**config.mk**
```make
export PLATFORM = sky130hd
export DESIGN_NAME = ahb_sram_bridge_flat
export DESIGN_NICKNAME = d
export VERILOG_FILES = /design/src/rtl/ahb_pkg.sv /design/src/rtl/ahb_sram_bridge_if.sv /design/src/rtl/sram_wbuf.sv /design/src/rtl/ahb_sram_bridge.sv /design/src/flat_wrapper.sv
export SDC_FILE = /design/constraint.sdc
export NUM_CORES = 1
export LEC_CHECK = 0
export ABC_AREA = 0
export CELL_PAD_IN_SITES_DETAIL_PLACEMENT = 0
export CELL_PAD_IN_SITES_GLOBAL_PLACEMENT = 2
export CORE_MARGIN = 2
export CORE_UTILIZATION = 27
export DETAILED_ROUTE_END_ITERATION = 8
export GPL_ROUTABILITY_DRIVEN = 0
export GPL_TIMING_DRIVEN = 0
export PLACE_DENSITY = 0.77
export SYNTH_ARGS = -nofsm -noshare
export SYNTH_HDL_FRONTEND = slang
export SYNTH_HIERARCHICAL = 1
export SYNTH_SLANG_ARGS = --single-unit
```
**constraint.sdc**
```tcl
create_clock -name HCLK -period 4 [get_ports HCLK]
set_clock_uncertainty 0.1 [all_clocks]
set_input_delay 0.6 -clock HCLK [delete_from_list [all_inputs] [get_ports HCLK]]
set_output_delay 0.6 -clock HCLK [all_outputs]
set_load 0.01 [all_outputs]
```
**src/rtl/ahb_pkg.sv**
```systemverilog
// Shared AHB-Lite encodings and the byte-lane mask helper used by the SRAM bridge.
package ahb_pkg;

  typedef enum logic [1:0] {
    TransIdle   = 2'b00,
    TransBusy   = 2'b01,
    TransNonseq = 2'b10,
    TransSeq    = 2'b11
  } htrans_e;

  localparam logic [2:0] HSIZE_BYTE = 3'd0;
  localparam logic [2:0] HSIZE_HALF = 3'd1;
  localparam logic [2:0] HSIZE_WORD = 3'd2;
  localparam logic       HRESP_OKAY = 1'b0;

  // Sizes above a word are treated as a full word.
  function automatic logic [3:0] lane_mask(input logic [2:0] hsize, input logic [1:0] addr);
    logic [3:0] mask;
    case (hsize)
      HSIZE_BYTE: mask = 4'b0001 << addr;
      HSIZE_HALF: mask = 4'b0011 << {addr[1], 1'b0};
      default:    mask = 4'b1111;
    endcase
    return mask;
  endfunction

endpackage

```
**src/rtl/ahb_sram_bridge_if.sv**
```systemverilog
// AHB-Lite slave-side bus signals for the SRAM bridge.
interface ahb_sram_bridge_if;
  logic        HSEL;
  logic [31:0] HADDR;
  logic [1:0]  HTRANS;
  logic        HWRITE;
  logic [2:0]  HSIZE;
  logic        HREADY;
  logic [31:0] HWDATA;
  logic [31:0] HRDATA;
  logic        HREADYOUT;
  logic        HRESP;

  modport master (
    output HSEL, HADDR, HTRANS, HWRITE, HSIZE, HREADY, HWDATA,
    input  HRDATA, HREADYOUT, HRESP
  );

  modport slave (
    input  HSEL, HADDR, HTRANS, HWRITE, HSIZE, HREADY, HWDATA,
    output HRDATA, HREADYOUT, HRESP
  );
endinterface

```
**src/rtl/sram_wbuf.sv**
```systemverilog
// One-entry write buffer with read-data merge for the AHB SRAM bridge.
module sram_wbuf #(
  parameter int unsigned ADDR_W = 13
) (
  input  logic              clk,
  input  logic              rst_n,
  input  logic              capture,
  input  logic              drain,
  input  logic [ADDR_W-1:0] cap_addr,
  input  logic [3:0]        cap_lanes,
  input  logic [31:0]       cap_data,
  input  logic              rd_pend,
  input  logic [ADDR_W-1:0] rd_addr,
  input  logic [31:0]       ram_q,
  output logic              wb_valid,
  output logic [ADDR_W-1:0] wb_addr,
  output logic [3:0]        wb_lanes,
  output logic [31:0]       wb_data,
  output logic [31:0]       rdata
);

  logic              valid_q;
  logic [ADDR_W-1:0] addr_q;
  logic [3:0]        lanes_q;
  logic [31:0]       data_q;
  logic              hit;

  always_ff @(posedge clk) begin
    if (!rst_n) begin
      valid_q <= 1'b0;
    end else if (capture) begin
      valid_q <= 1'b1;
    end else if (drain) begin
      valid_q <= 1'b0;
    end
  end

  always_ff @(posedge clk) begin
    if (capture) begin
      addr_q  <= cap_addr;
      lanes_q <= cap_lanes;
      data_q  <= cap_data;
    end
  end

  assign hit = rd_pend & valid_q & (addr_q == rd_addr);

  // Buffered bytes are newer than the SRAM copy, so they win lane by lane.
  always_comb begin
    rdata = ram_q;
    for (int i = 0; i < 4; i++) begin
      if (hit && lanes_q[i]) begin
        rdata[8*i +: 8] = data_q[8*i +: 8];
      end
    end
  end

  assign wb_valid = valid_q;
  assign wb_addr  = addr_q;
  assign wb_lanes = lanes_q;
  assign wb_data  = data_q;

endmodule

```
**src/rtl/ahb_sram_bridge.sv**
```systemverilog
// Zero-wait-state AHB-Lite slave driving a single-port SRAM; reads take the port first and
// a colliding write is parked in a one-entry buffer until the port is free.
module ahb_sram_bridge
  import ahb_pkg::*;
#(
  parameter int unsigned ADDR_W = 13
) (
  input  logic              HCLK,
  input  logic              HRESETn,
  ahb_sram_bridge_if.slave  ahb,
  output logic [ADDR_W-1:0] ram_a,
  output logic [31:0]       ram_d,
  output logic              ram_cen,
  output logic [3:0]        ram_wen,
  input  logic [31:0]       ram_q
);

  logic              acc, rd_acc, wr_acc;
  logic [ADDR_W-1:0] haddr_word;
  logic              dp_wr_q;
  logic [ADDR_W-1:0] dp_addr_q;
  logic [3:0]        dp_lanes_q;
  logic              rd_pend_q;
  logic [ADDR_W-1:0] rd_addr_q;
  logic              wb_valid;
  logic [ADDR_W-1:0] wb_addr;
  logic [3:0]        wb_lanes;
  logic [31:0]       wb_data;
  logic              capture, drain;
  logic              unused_bits;

  assign acc        = ahb.HSEL & ahb.HREADY & ahb.HTRANS[1];
  assign rd_acc     = acc & ~ahb.HWRITE;
  assign wr_acc     = acc & ahb.HWRITE;
  assign haddr_word = ahb.HADDR[ADDR_W+1:2];
  assign unused_bits = ^{ahb.HADDR[31:ADDR_W+2], ahb.HTRANS[0]};

  always_ff @(posedge HCLK) begin
    if (!HRESETn) begin
      dp_wr_q   <= 1'b0;
      rd_pend_q <= 1'b0;
    end else begin
      dp_wr_q   <= wr_acc;
      rd_pend_q <= rd_acc;
    end
  end

  always_ff @(posedge HCLK) begin
    if (wr_acc) begin
      dp_addr_q  <= haddr_word;
      dp_lanes_q <= lane_mask(ahb.HSIZE, ahb.HADDR[1:0]);
    end
    if (rd_acc) begin
      rd_addr_q <= haddr_word;
    end
  end

  // A data-phase write loses the port to a read and is parked; otherwise the buffer drains.
  assign capture = rd_acc & dp_wr_q;
  assign drain   = ~rd_acc & wb_valid;

  sram_wbuf #(
    .ADDR_W (ADDR_W)
  ) u_wbuf (
    .clk       (HCLK),
    .rst_n     (HRESETn),
    .capture   (capture),
    .drain     (drain),
    .cap_addr  (dp_addr_q),
    .cap_lanes (dp_lanes_q),
    .cap_data  (ahb.HWDATA),
    .rd_pend   (rd_pend_q),
    .rd_addr   (rd_addr_q),
    .ram_q     (ram_q),
    .wb_valid  (wb_valid),
    .wb_addr   (wb_addr),
    .wb_lanes  (wb_lanes),
    .wb_data   (wb_data),
    .rdata     (ahb.HRDATA)
  );

  always_comb begin
    ram_cen = 1'b0;
    ram_wen = 4'b0000;
    ram_a   = haddr_word;
    ram_d   = ahb.HWDATA;
    if (!HRESETn) begin
      ram_cen = 1'b0;
    end else if (rd_acc) begin
      ram_cen = 1'b1;
    end else if (wb_valid) begin
      ram_cen = 1'b1;
      ram_a   = wb_addr;
      ram_d   = wb_data;
      ram_wen = wb_lanes;
    end else if (dp_wr_q) begin
      ram_cen = 1'b1;
      ram_a   = dp_addr_q;
      ram_wen = dp_lanes_q;
    end
  end

  assign ahb.HREADYOUT = 1'b1;
  assign ahb.HRESP     = HRESP_OKAY;

endmodule

```
**src/flat_wrapper.sv**
```systemverilog
// flat-port wrapper written by rule: the top's interface ports become plain ports
module ahb_sram_bridge_flat import ahb_pkg::*;
#(
  parameter int unsigned ADDR_W = 13
)
  (HCLK, HRESETn, ram_a, ram_d, ram_cen, ram_wen, ram_q, ahb_HSEL, ahb_HADDR, ahb_HTRANS, ahb_HWRITE, ahb_HSIZE, ahb_HREADY, ahb_HWDATA, ahb_HRDATA, ahb_HREADYOUT, ahb_HRESP);
  ahb_sram_bridge_if ahb_i ();
  input  logic HCLK;
  input  logic HRESETn;
  output logic [ADDR_W-1:0] ram_a;
  output logic [31:0] ram_d;
  output logic ram_cen;
  output logic [3:0] ram_wen;
  input  logic [31:0] ram_q;
  input wire logic [$bits(ahb_i.HSEL)-1:0] ahb_HSEL;
  input wire logic [$bits(ahb_i.HADDR)-1:0] ahb_HADDR;
  input wire logic [$bits(ahb_i.HTRANS)-1:0] ahb_HTRANS;
  input wire logic [$bits(ahb_i.HWRITE)-1:0] ahb_HWRITE;
  input wire logic [$bits(ahb_i.HSIZE)-1:0] ahb_HSIZE;
  input wire logic [$bits(ahb_i.HREADY)-1:0] ahb_HREADY;
  input wire logic [$bits(ahb_i.HWDATA)-1:0] ahb_HWDATA;
  output wire logic [$bits(ahb_i.HRDATA)-1:0] ahb_HRDATA;
  output wire logic [$bits(ahb_i.HREADYOUT)-1:0] ahb_HREADYOUT;
  output wire logic [$bits(ahb_i.HRESP)-1:0] ahb_HRESP;
  assign ahb_i.HSEL = ahb_HSEL;
  assign ahb_i.HADDR = ahb_HADDR;
  assign ahb_i.HTRANS = ahb_HTRANS;
  assign ahb_i.HWRITE = ahb_HWRITE;
  assign ahb_i.HSIZE = ahb_HSIZE;
  assign ahb_i.HREADY = ahb_HREADY;
  assign ahb_i.HWDATA = ahb_HWDATA;
  assign ahb_HRDATA = ahb_i.HRDATA;
  assign ahb_HREADYOUT = ahb_i.HREADYOUT;
  assign ahb_HRESP = ahb_i.HRESP;
  ahb_sram_bridge #(.ADDR_W(ADDR_W)) u_core (.HCLK(HCLK), .HRESETn(HRESETn), .ahb(ahb_i), .ram_a(ram_a), .ram_d(ram_d), .ram_cen(ram_cen), .ram_wen(ram_wen), .ram_q(ram_q));
endmodule
```
==> flow_metrics.tcl, run 1 <==
set metrics [dict create \
    total_power_w 0.00218 \
    hold_viol_final 0 \
    number_of_global_route_vias_before_repair 3074 \
    groute.layer.met3.usage 0.0339 \
    grt_max_degree 30 \
    drt_pre_antenna_iters 4 \
    die-height_um 130 \
    synth_edf_count 79 \
    cts_max_level 3 \
    timing_worst_setup_path_type "in -> out" \
    power_leakage_nw 2.42 \
    row_count 45 \
    worst_slew_pin_tran_ns 0.627 \
    setup_viol_count_final 0 \
    grt_setup_unrepaired "no" \
    yosysSeqAreaShare 0.570 \
    cts_tree "yes" \
    max_slew_margin 0.581 \
    synth_ff_type "sky130_fd_sc_hd__edfxtp_1" \
    crit_path_start_kind "input pin" \
    synth_async_sr_flop_share 0 \
    nNetsFinal 557 \
    ios 190 \
    gr-total-overflow 0 \
    post-route-cell-area_um2 6590 \
    slew_viol_final 0 \
    totalNegativeSetupSlack_ns 0 \
    grt_usage 0.142 \
    maxCapViolCount 0 \
    ctsLongestPathBuffers 2 \
    netlist-cell-type-count 38 \
    timing.critical_path.required_ns 3.30 \
    synth.avg_cell_area_um2 15.9 \
    timing.fmax_mhz 271 \
    die_x_um 130 \
    vias 3067 \
    routed_wire_length_mm 12.1 \
    clock_tree.root_cell "sky130_fd_sc_hd__clkbuf_16" \
    worstPathArrival_ns 2.99 \
    numClockSinks 82 \
    dpl.hpwl_mm 8.95 \
    yosys-top-cells-area "sky130_fd_sc_hd__edfxtp_1 (56%), sky130_fd_sc_hd__mux2_4 (12%), sky130_fd_sc_hd__mux2_2 (6.9%)" \
    antenna_found_initial 0 \
    worst_ir_drop_vdd_mv 0.174 \
    routedWlPerCell_um 18.2 \
    cts_inserted_buffers 9 \
    post-synth-top-area-cell "sky130_fd_sc_hd__edfxtp_1" \
    antenna-diode-count 0 \
    initial_core_util 0.278 \
    detailed_place.area_um2 6260 \
    globalRoute.busiestLayer "met2" \
    vias_per_instance 4.60 \
    synth_cells 269 \
    layout_worst_path_cycle_share 0.922 \
    clkLatencyLatePin_ns 0.34 \
    ys_ff_latch 82 \
    cts-hold-fix-buffers 0 \
    die_area_um2 16800 \
    cts.reportedPaths.clkPinSlew_ns 0.06 \
    hold-worst-slack_ns 0.345 \
    synth.most_common_cell "sky130_fd_sc_hd__edfxtp_1" \
    end_kind "output pin" \
    synth-warning-count 6 \
    grt.met1_usage 0.192 \
    worst-path-max-fanout 16 \
    final.min_clock_period_ns 3.69 \
    post_cts_resized 0 \
    post_synth_most_frequent_cells "sky130_fd_sc_hd__edfxtp_1 (79), sky130_fd_sc_hd__mux2_4 (34), sky130_fd_sc_hd__mux2_2 (26)" \
    synth_largest_type_area_fraction 0.556 \
    drive_above_1_share 0.224 \
    drt_first_iter_violations 151 \
    grtUsageMet2 0.216 \
    hold_class "reg -> reg" \
    powerDensity_nw_per_um2 330 \
    post_synth_instance_area_um2 4260 \
    drt_antenna_net_count 0 \
    fill_cells 1456 \
    residual_drc 0 \
    status "completed" \
    flow.area_growth_from_synthesis_pct 54.5 \
    buffer_ports.inserted 169 \
    synth.net_count 375 \
    grt_pass1_wl_mm 17.8 \
    design.core.area_um2 15300 \
    cts_setup_buffers 0 \
]
-- cells in the final DEF, fill, tap and decap left out, drive strengths merged, types with 2 or more instances in the layout --
master           n
a221o           12
a22oi            6
a41o            12
and2             4
buf             16
bufinv           2
clkbuf          14
clkdlybuf4s50  169
clkinvlp         2
conb             2
dfxtp            3
edfxtp          79
inv             11
mux2            64
nand2            3
nand4            4
nor2             8
nor2b            6
nor3             2
nor3b           12
o21ai            5
o22ai            2
xor2             4
-- cells by family after synthesis --
kind of cell | count (synthesis) | synth area share
buffers and inverters | 28 | 0.0414
AND/OR/NAND/NOR | 44 | 0.0860
XOR/XNOR | 5 | 0.0103
other | 2 | 0.00176
AO/OA/AOI/OAI | 44 | 0.0913
flip-flops | 82 | 0.570
multiplexers | 64 | 0.199
-- report_power, final --
part	switching [W]	internal [W]
clock network	0.000350	0.000565
registers	0.00000471	0.000951
logic	0.000103	0.000202
-- per-layer routing --
| layer | routed length [um] | share of wire | vias to the layer above |
|---|---|---|---|
| li1 | - | - | 1435 |
| met1 | 5550 | 0.46 | 1490 |
| met2 | 5510 | 0.45 | 122 |
| met3 | 758 | 0.063 | 20 |
| met4 | 291 | 0.024 | 0 |
| met5 | 0 | 0 | - |
-- worst max-delay path: stages --
cell,delay [ns]
sky130_fd_sc_hd__clkdlybuf4s50_1,0.47
sky130_fd_sc_hd__nand4b_4,0.20
sky130_fd_sc_hd__buf_1,0.42
sky130_fd_sc_hd__inv_1,0.44
sky130_fd_sc_hd__o31a_1,0.37
sky130_fd_sc_hd__clkdlybuf4s50_1,0.48
-- per-stage QoR --
| step | utilization | std cells | worst slack (ns) |
|---|---|---|---|
| floorplan | - | 269 | 0.857 |
| global placement | 0.406 | 649 | -0.840 |
| detailed placement | 0.409 | 651 | 0.251 |
| CTS | 0.430 | 667 | 0.272 |
| global route | 0.430 | 667 | 0.173 |
| finish | 0.430 | 667 | 0.313 |
-- path summary, 6_finish.rpt --
check	from	to	slack, ns	cells after the start
worst max-delay path	ahb_HWRITE	ram_cen	0.31	6
worst min-delay path	u_core/dp_lanes_q[0]	u_core/u_wbuf/wb_lanes[0]	0.34	0
worst max register to register	u_core/dp_wr_q	u_core/u_wbuf/wb_data[0]	1.73	4
worst min register to register	u_core/dp_lanes_q[0]	u_core/u_wbuf/wb_lanes[0]	0.34	0
-- layout make-up --
type                       instances  area (um2)  share of cell area
clock inverter                     6        88.8              0.0135
multi-input combinational        159        1660               0.252
sequential                        82        2430               0.369
timing repair buffer             171        1730               0.262
clock buffer                      10         239              0.0363
tap                              211         264              0.0401
inverter                          10        37.5             0.00570
buffer                            18         139              0.0211
-- registers in the layout, indices dropped and copies added, names as in the netlist --
| register | flops |
|---|---|
| u_core/u_wbuf/wb_data | 32 |
| u_core/u_wbuf/wb_addr | 13 |
| u_core/rd_addr_q | 13 |
| u_core/dp_lanes_q | 4 |
| u_core/u_wbuf/wb_lanes | 4 |
| u_core/dp_wr_q | 1 |
| u_core/dp_addr_q | 13 |
| u_core/u_wbuf/wb_valid | 1 |
| u_core/rd_pend_q | 1 |
Power figures use the tool's default switching activity.
==> run 2: changes to the inputs <==
--- a/config.mk
+++ b/config.mk
@@ -8,7 +8,6 @@
 export ABC_AREA = 0
 export CELL_PAD_IN_SITES_DETAIL_PLACEMENT = 0
 export CELL_PAD_IN_SITES_GLOBAL_PLACEMENT = 2
-export CORE_MARGIN = 2
 export CORE_UTILIZATION = 27
 export DETAILED_ROUTE_END_ITERATION = 8
 export GPL_ROUTABILITY_DRIVEN = 0
==> run 2 against run 1 <==
Effect of this change:
- total power fell by 1.5%
- utilization fell by 0.11 points
- setup slack got worse by 0.094 ns
- register-to-register slack got worse by 0.04 ns
- sequential cell count did not move
- die area fell by 3.1%
- global-route usage rose by 0.29 points
- combinational power barely moved
- sequential power barely moved
- clock-buffer cell count did not move
- cell count did not move
- sequential share of layout area rose by 0.091 points
- critical path type unchanged
- critical endpoint unchanged
- largest power group unchanged
- highest routed layer unchanged
==> flow_metrics.tcl, run 2 (synthesis gave the netlist of run 1 again) <==
set metrics [dict create \
    timing.critical_path.cells "clkdlybuf4s50_1 > nand4b_4 > buf_1 > inv_1 > o31a_1 > clkdlybuf4s50_1" \
    clkLatencyLatePin_ns 0.34 \
    hold_class "reg -> reg" \
    detailed_place.area_um2 6260 \
    ctsLongestPathBuffers 2 \
    crit-reg2reg-capture "u_core/u_wbuf/wb_data[27]" \
    cpPeakStageDelay_ns 0.49 \
    worstSetupStartpoint "ahb_HWRITE" \
    timing.reg2reg.setup_slack_ns 1.69 \
    fill_cells 1442 \
    timing.critical_path.mode_cell "sky130_fd_sc_hd__clkdlybuf4s50_1" \
    routed_wire_length_mm 11.8 \
    crit_path_start_kind "input pin" \
    drt_first_iter_violations 125 \
    buffer_ports.inserted 169 \
    totalNegativeSetupSlack_ns 0 \
    drt_antenna_net_count 0 \
    powerDensity_nw_per_um2 326 \
    die-height_um 128 \
    grt_usage 0.145 \
    cp-endpoint "ram_cen" \
    initial_core_util 0.278 \
    cts.reportedPaths.clkPinSlew_ns 0.06 \
    cts_setup_buffers 0 \
    antenna-diode-count 0 \
    maxCapViolCount 0 \
    end_kind "output pin" \
    crit_path_top_delay_cell "sky130_fd_sc_hd__inv_1" \
    cts-hold-fix-buffers 0 \
    rr_worst_depth 4 \
    timing.fmax_mhz 264 \
    sequential_cell_area_um2 2430 \
    routedWlPerCell_um 17.7 \
    post-route-cell-area_um2 6570 \
    timing.critical_path.required_ns 3.30 \
    worstPathArrival_ns 3.08 \
    gr-total-overflow 0 \
    final.setup.worst_slack_ns 0.218 \
    post_cts_resized 0 \
    max_slew_margin 0.504 \
    status "completed" \
    antenna_found_initial 0 \
    design.core.area_um2 15300 \
    numClockSinks 82 \
    vias 3056 \
    final_cell_mix "sky130_fd_sc_hd__clkdlybuf4s50_1 (169), sky130_fd_sc_hd__edfxtp_1 (79), sky130_fd_sc_hd__mux2_4 (34)" \
    clock_tree.root_cell "sky130_fd_sc_hd__clkbuf_16" \
    ios 190 \
    post-place-ws_ns 0.232 \
    grt_pass1_wl_mm 17.6 \
    dpl.hpwl_mm 8.60 \
    setup_viol_count_final 0 \
    row_count 45 \
    power_leakage_nw 2.42 \
    number_of_placed_cells_counting_well_taps 651 \
    worst_slew_pin_tran_ns 0.744 \
    cts_inserted_buffers 9 \
    vias_per_instance 4.58 \
    slew_viol_final 0 \
    grt_max_degree 28 \
    number_of_global_route_vias_before_repair 3063 \
    cts_tree "yes" \
    final.min_clock_period_ns 3.78 \
    hold-worst-slack_ns 0.354 \
    cts_max_level 3 \
    most_common_library_cell_in_the_layout_ignoring_fill_and_taps "sky130_fd_sc_hd__clkdlybuf4s50_1" \
    hold_viol_final 0 \
    r2r_start "u_core/dp_wr_q" \
    multi_input_comb_area_um2 1660 \
    residual_drc 0 \
    grt_setup_unrepaired "no" \
    number_of_flip_flops_in_the_largest_register 32 \
    layoutNonFillerInstCount 667 \
    nNetsFinal 557 \
    drive_above_1_share 0.221 \
    die_x_um 128 \
    worst-path-max-fanout 16 \
    drt_pre_antenna_iters 4 \
    timing_worst_setup_path_type "in -> out" \
    worst_ir_drop_vdd_mv 0.181 \
    flow.area_growth_from_synthesis_pct 54.1 \
    layout_worst_path_cycle_share 0.945 \
    die_area_um2 16300 \
]
-- run 2: cell count changes in the layout (fill, tap and decap cells not counted) --
cell / before / now
sky130_fd_sc_hd__clkinvlp_4: 2 / 1
sky130_fd_sc_hd__clkbuf_1: 4 / 5
sky130_fd_sc_hd__clkbuf_8: 1 / 0
sky130_fd_sc_hd__clkinv_2: 1 / 3
sky130_fd_sc_hd__inv_6: 1 / 0
-- run 2: power by group --
part,switching (W),total (W),internal (W)
registers,0.00000452,0.000955,0.000951
clock network,0.000339,0.000883,0.000544
logic,0.000102,0.000305,0.000202
-- run 2: worst min-delay path by stage --
stage                     depth (start not counted)                 start  slack [ns]                   endpoint
after detailed placement                          0   u_core/dp_addr_q[9]        0.34   u_core/u_wbuf/wb_addr[9]
after floorplan                                   0  u_core/dp_addr_q[11]        0.33  u_core/u_wbuf/wb_addr[11]
final                                             0   u_core/dp_addr_q[3]        0.35   u_core/u_wbuf/wb_addr[3]
after CTS                                         0   u_core/dp_addr_q[9]        0.35   u_core/u_wbuf/wb_addr[9]
after global routing                              0   u_core/dp_addr_q[9]        0.36   u_core/u_wbuf/wb_addr[9]
after global placement                            0  u_core/dp_addr_q[11]        0.33  u_core/u_wbuf/wb_addr[11]
-- run 2: critical path, delay by kind of cell --
kind                   cells  cell delay (ns)
and+or+nand+nor            1             0.20
buffers and inverters      4             1.89
AOI/OAI and AO/OA          1             0.38
-- run 2: layer usage --
metal	vias up	wire (um)	track usage
met3	16	642	0.0271
met2	118	5620	0.235
met1	1488	5270	0.187
li1	1434	-	-
met5	-	0	0
met4	0	240	0.0671
-- run 2: through the flow --
| stage | total power, W | utilization |
|---|---|---|
| 6_report | 0.00214 | 0.429 |
| 5_1_grt | 0.00222 | 0.429 |
| 4_1_cts | 0.00218 | 0.429 |
| 3_5_place_dp | 0.00128 | 0.409 |
| 3_3_place_gp | 0.00128 | 0.406 |
| 2_1_floorplan | 0.00108 | - |
-- run 2: layout make-up --
cell class	instances	area share
timing repair buffer	171	0.263
sequential	82	0.370
multi-input combinational	159	0.253
inverter	10	0.00571
tap	211	0.0402
clock buffer	10	0.0349
buffer	18	0.0211
clock inverter	6	0.0126
==> run 3: changes to the inputs <==
--- a/config.mk
+++ b/config.mk
@@ -6,6 +6,7 @@
 export NUM_CORES = 1
 export LEC_CHECK = 0
 export ABC_AREA = 0
+export CAP_MARGIN = 20
 export CELL_PAD_IN_SITES_DETAIL_PLACEMENT = 0
 export CELL_PAD_IN_SITES_GLOBAL_PLACEMENT = 2
 export CORE_UTILIZATION = 27
==> results of run 3 <==
Same layout as run 2: the final DEF is identical, and so are final timing and power.
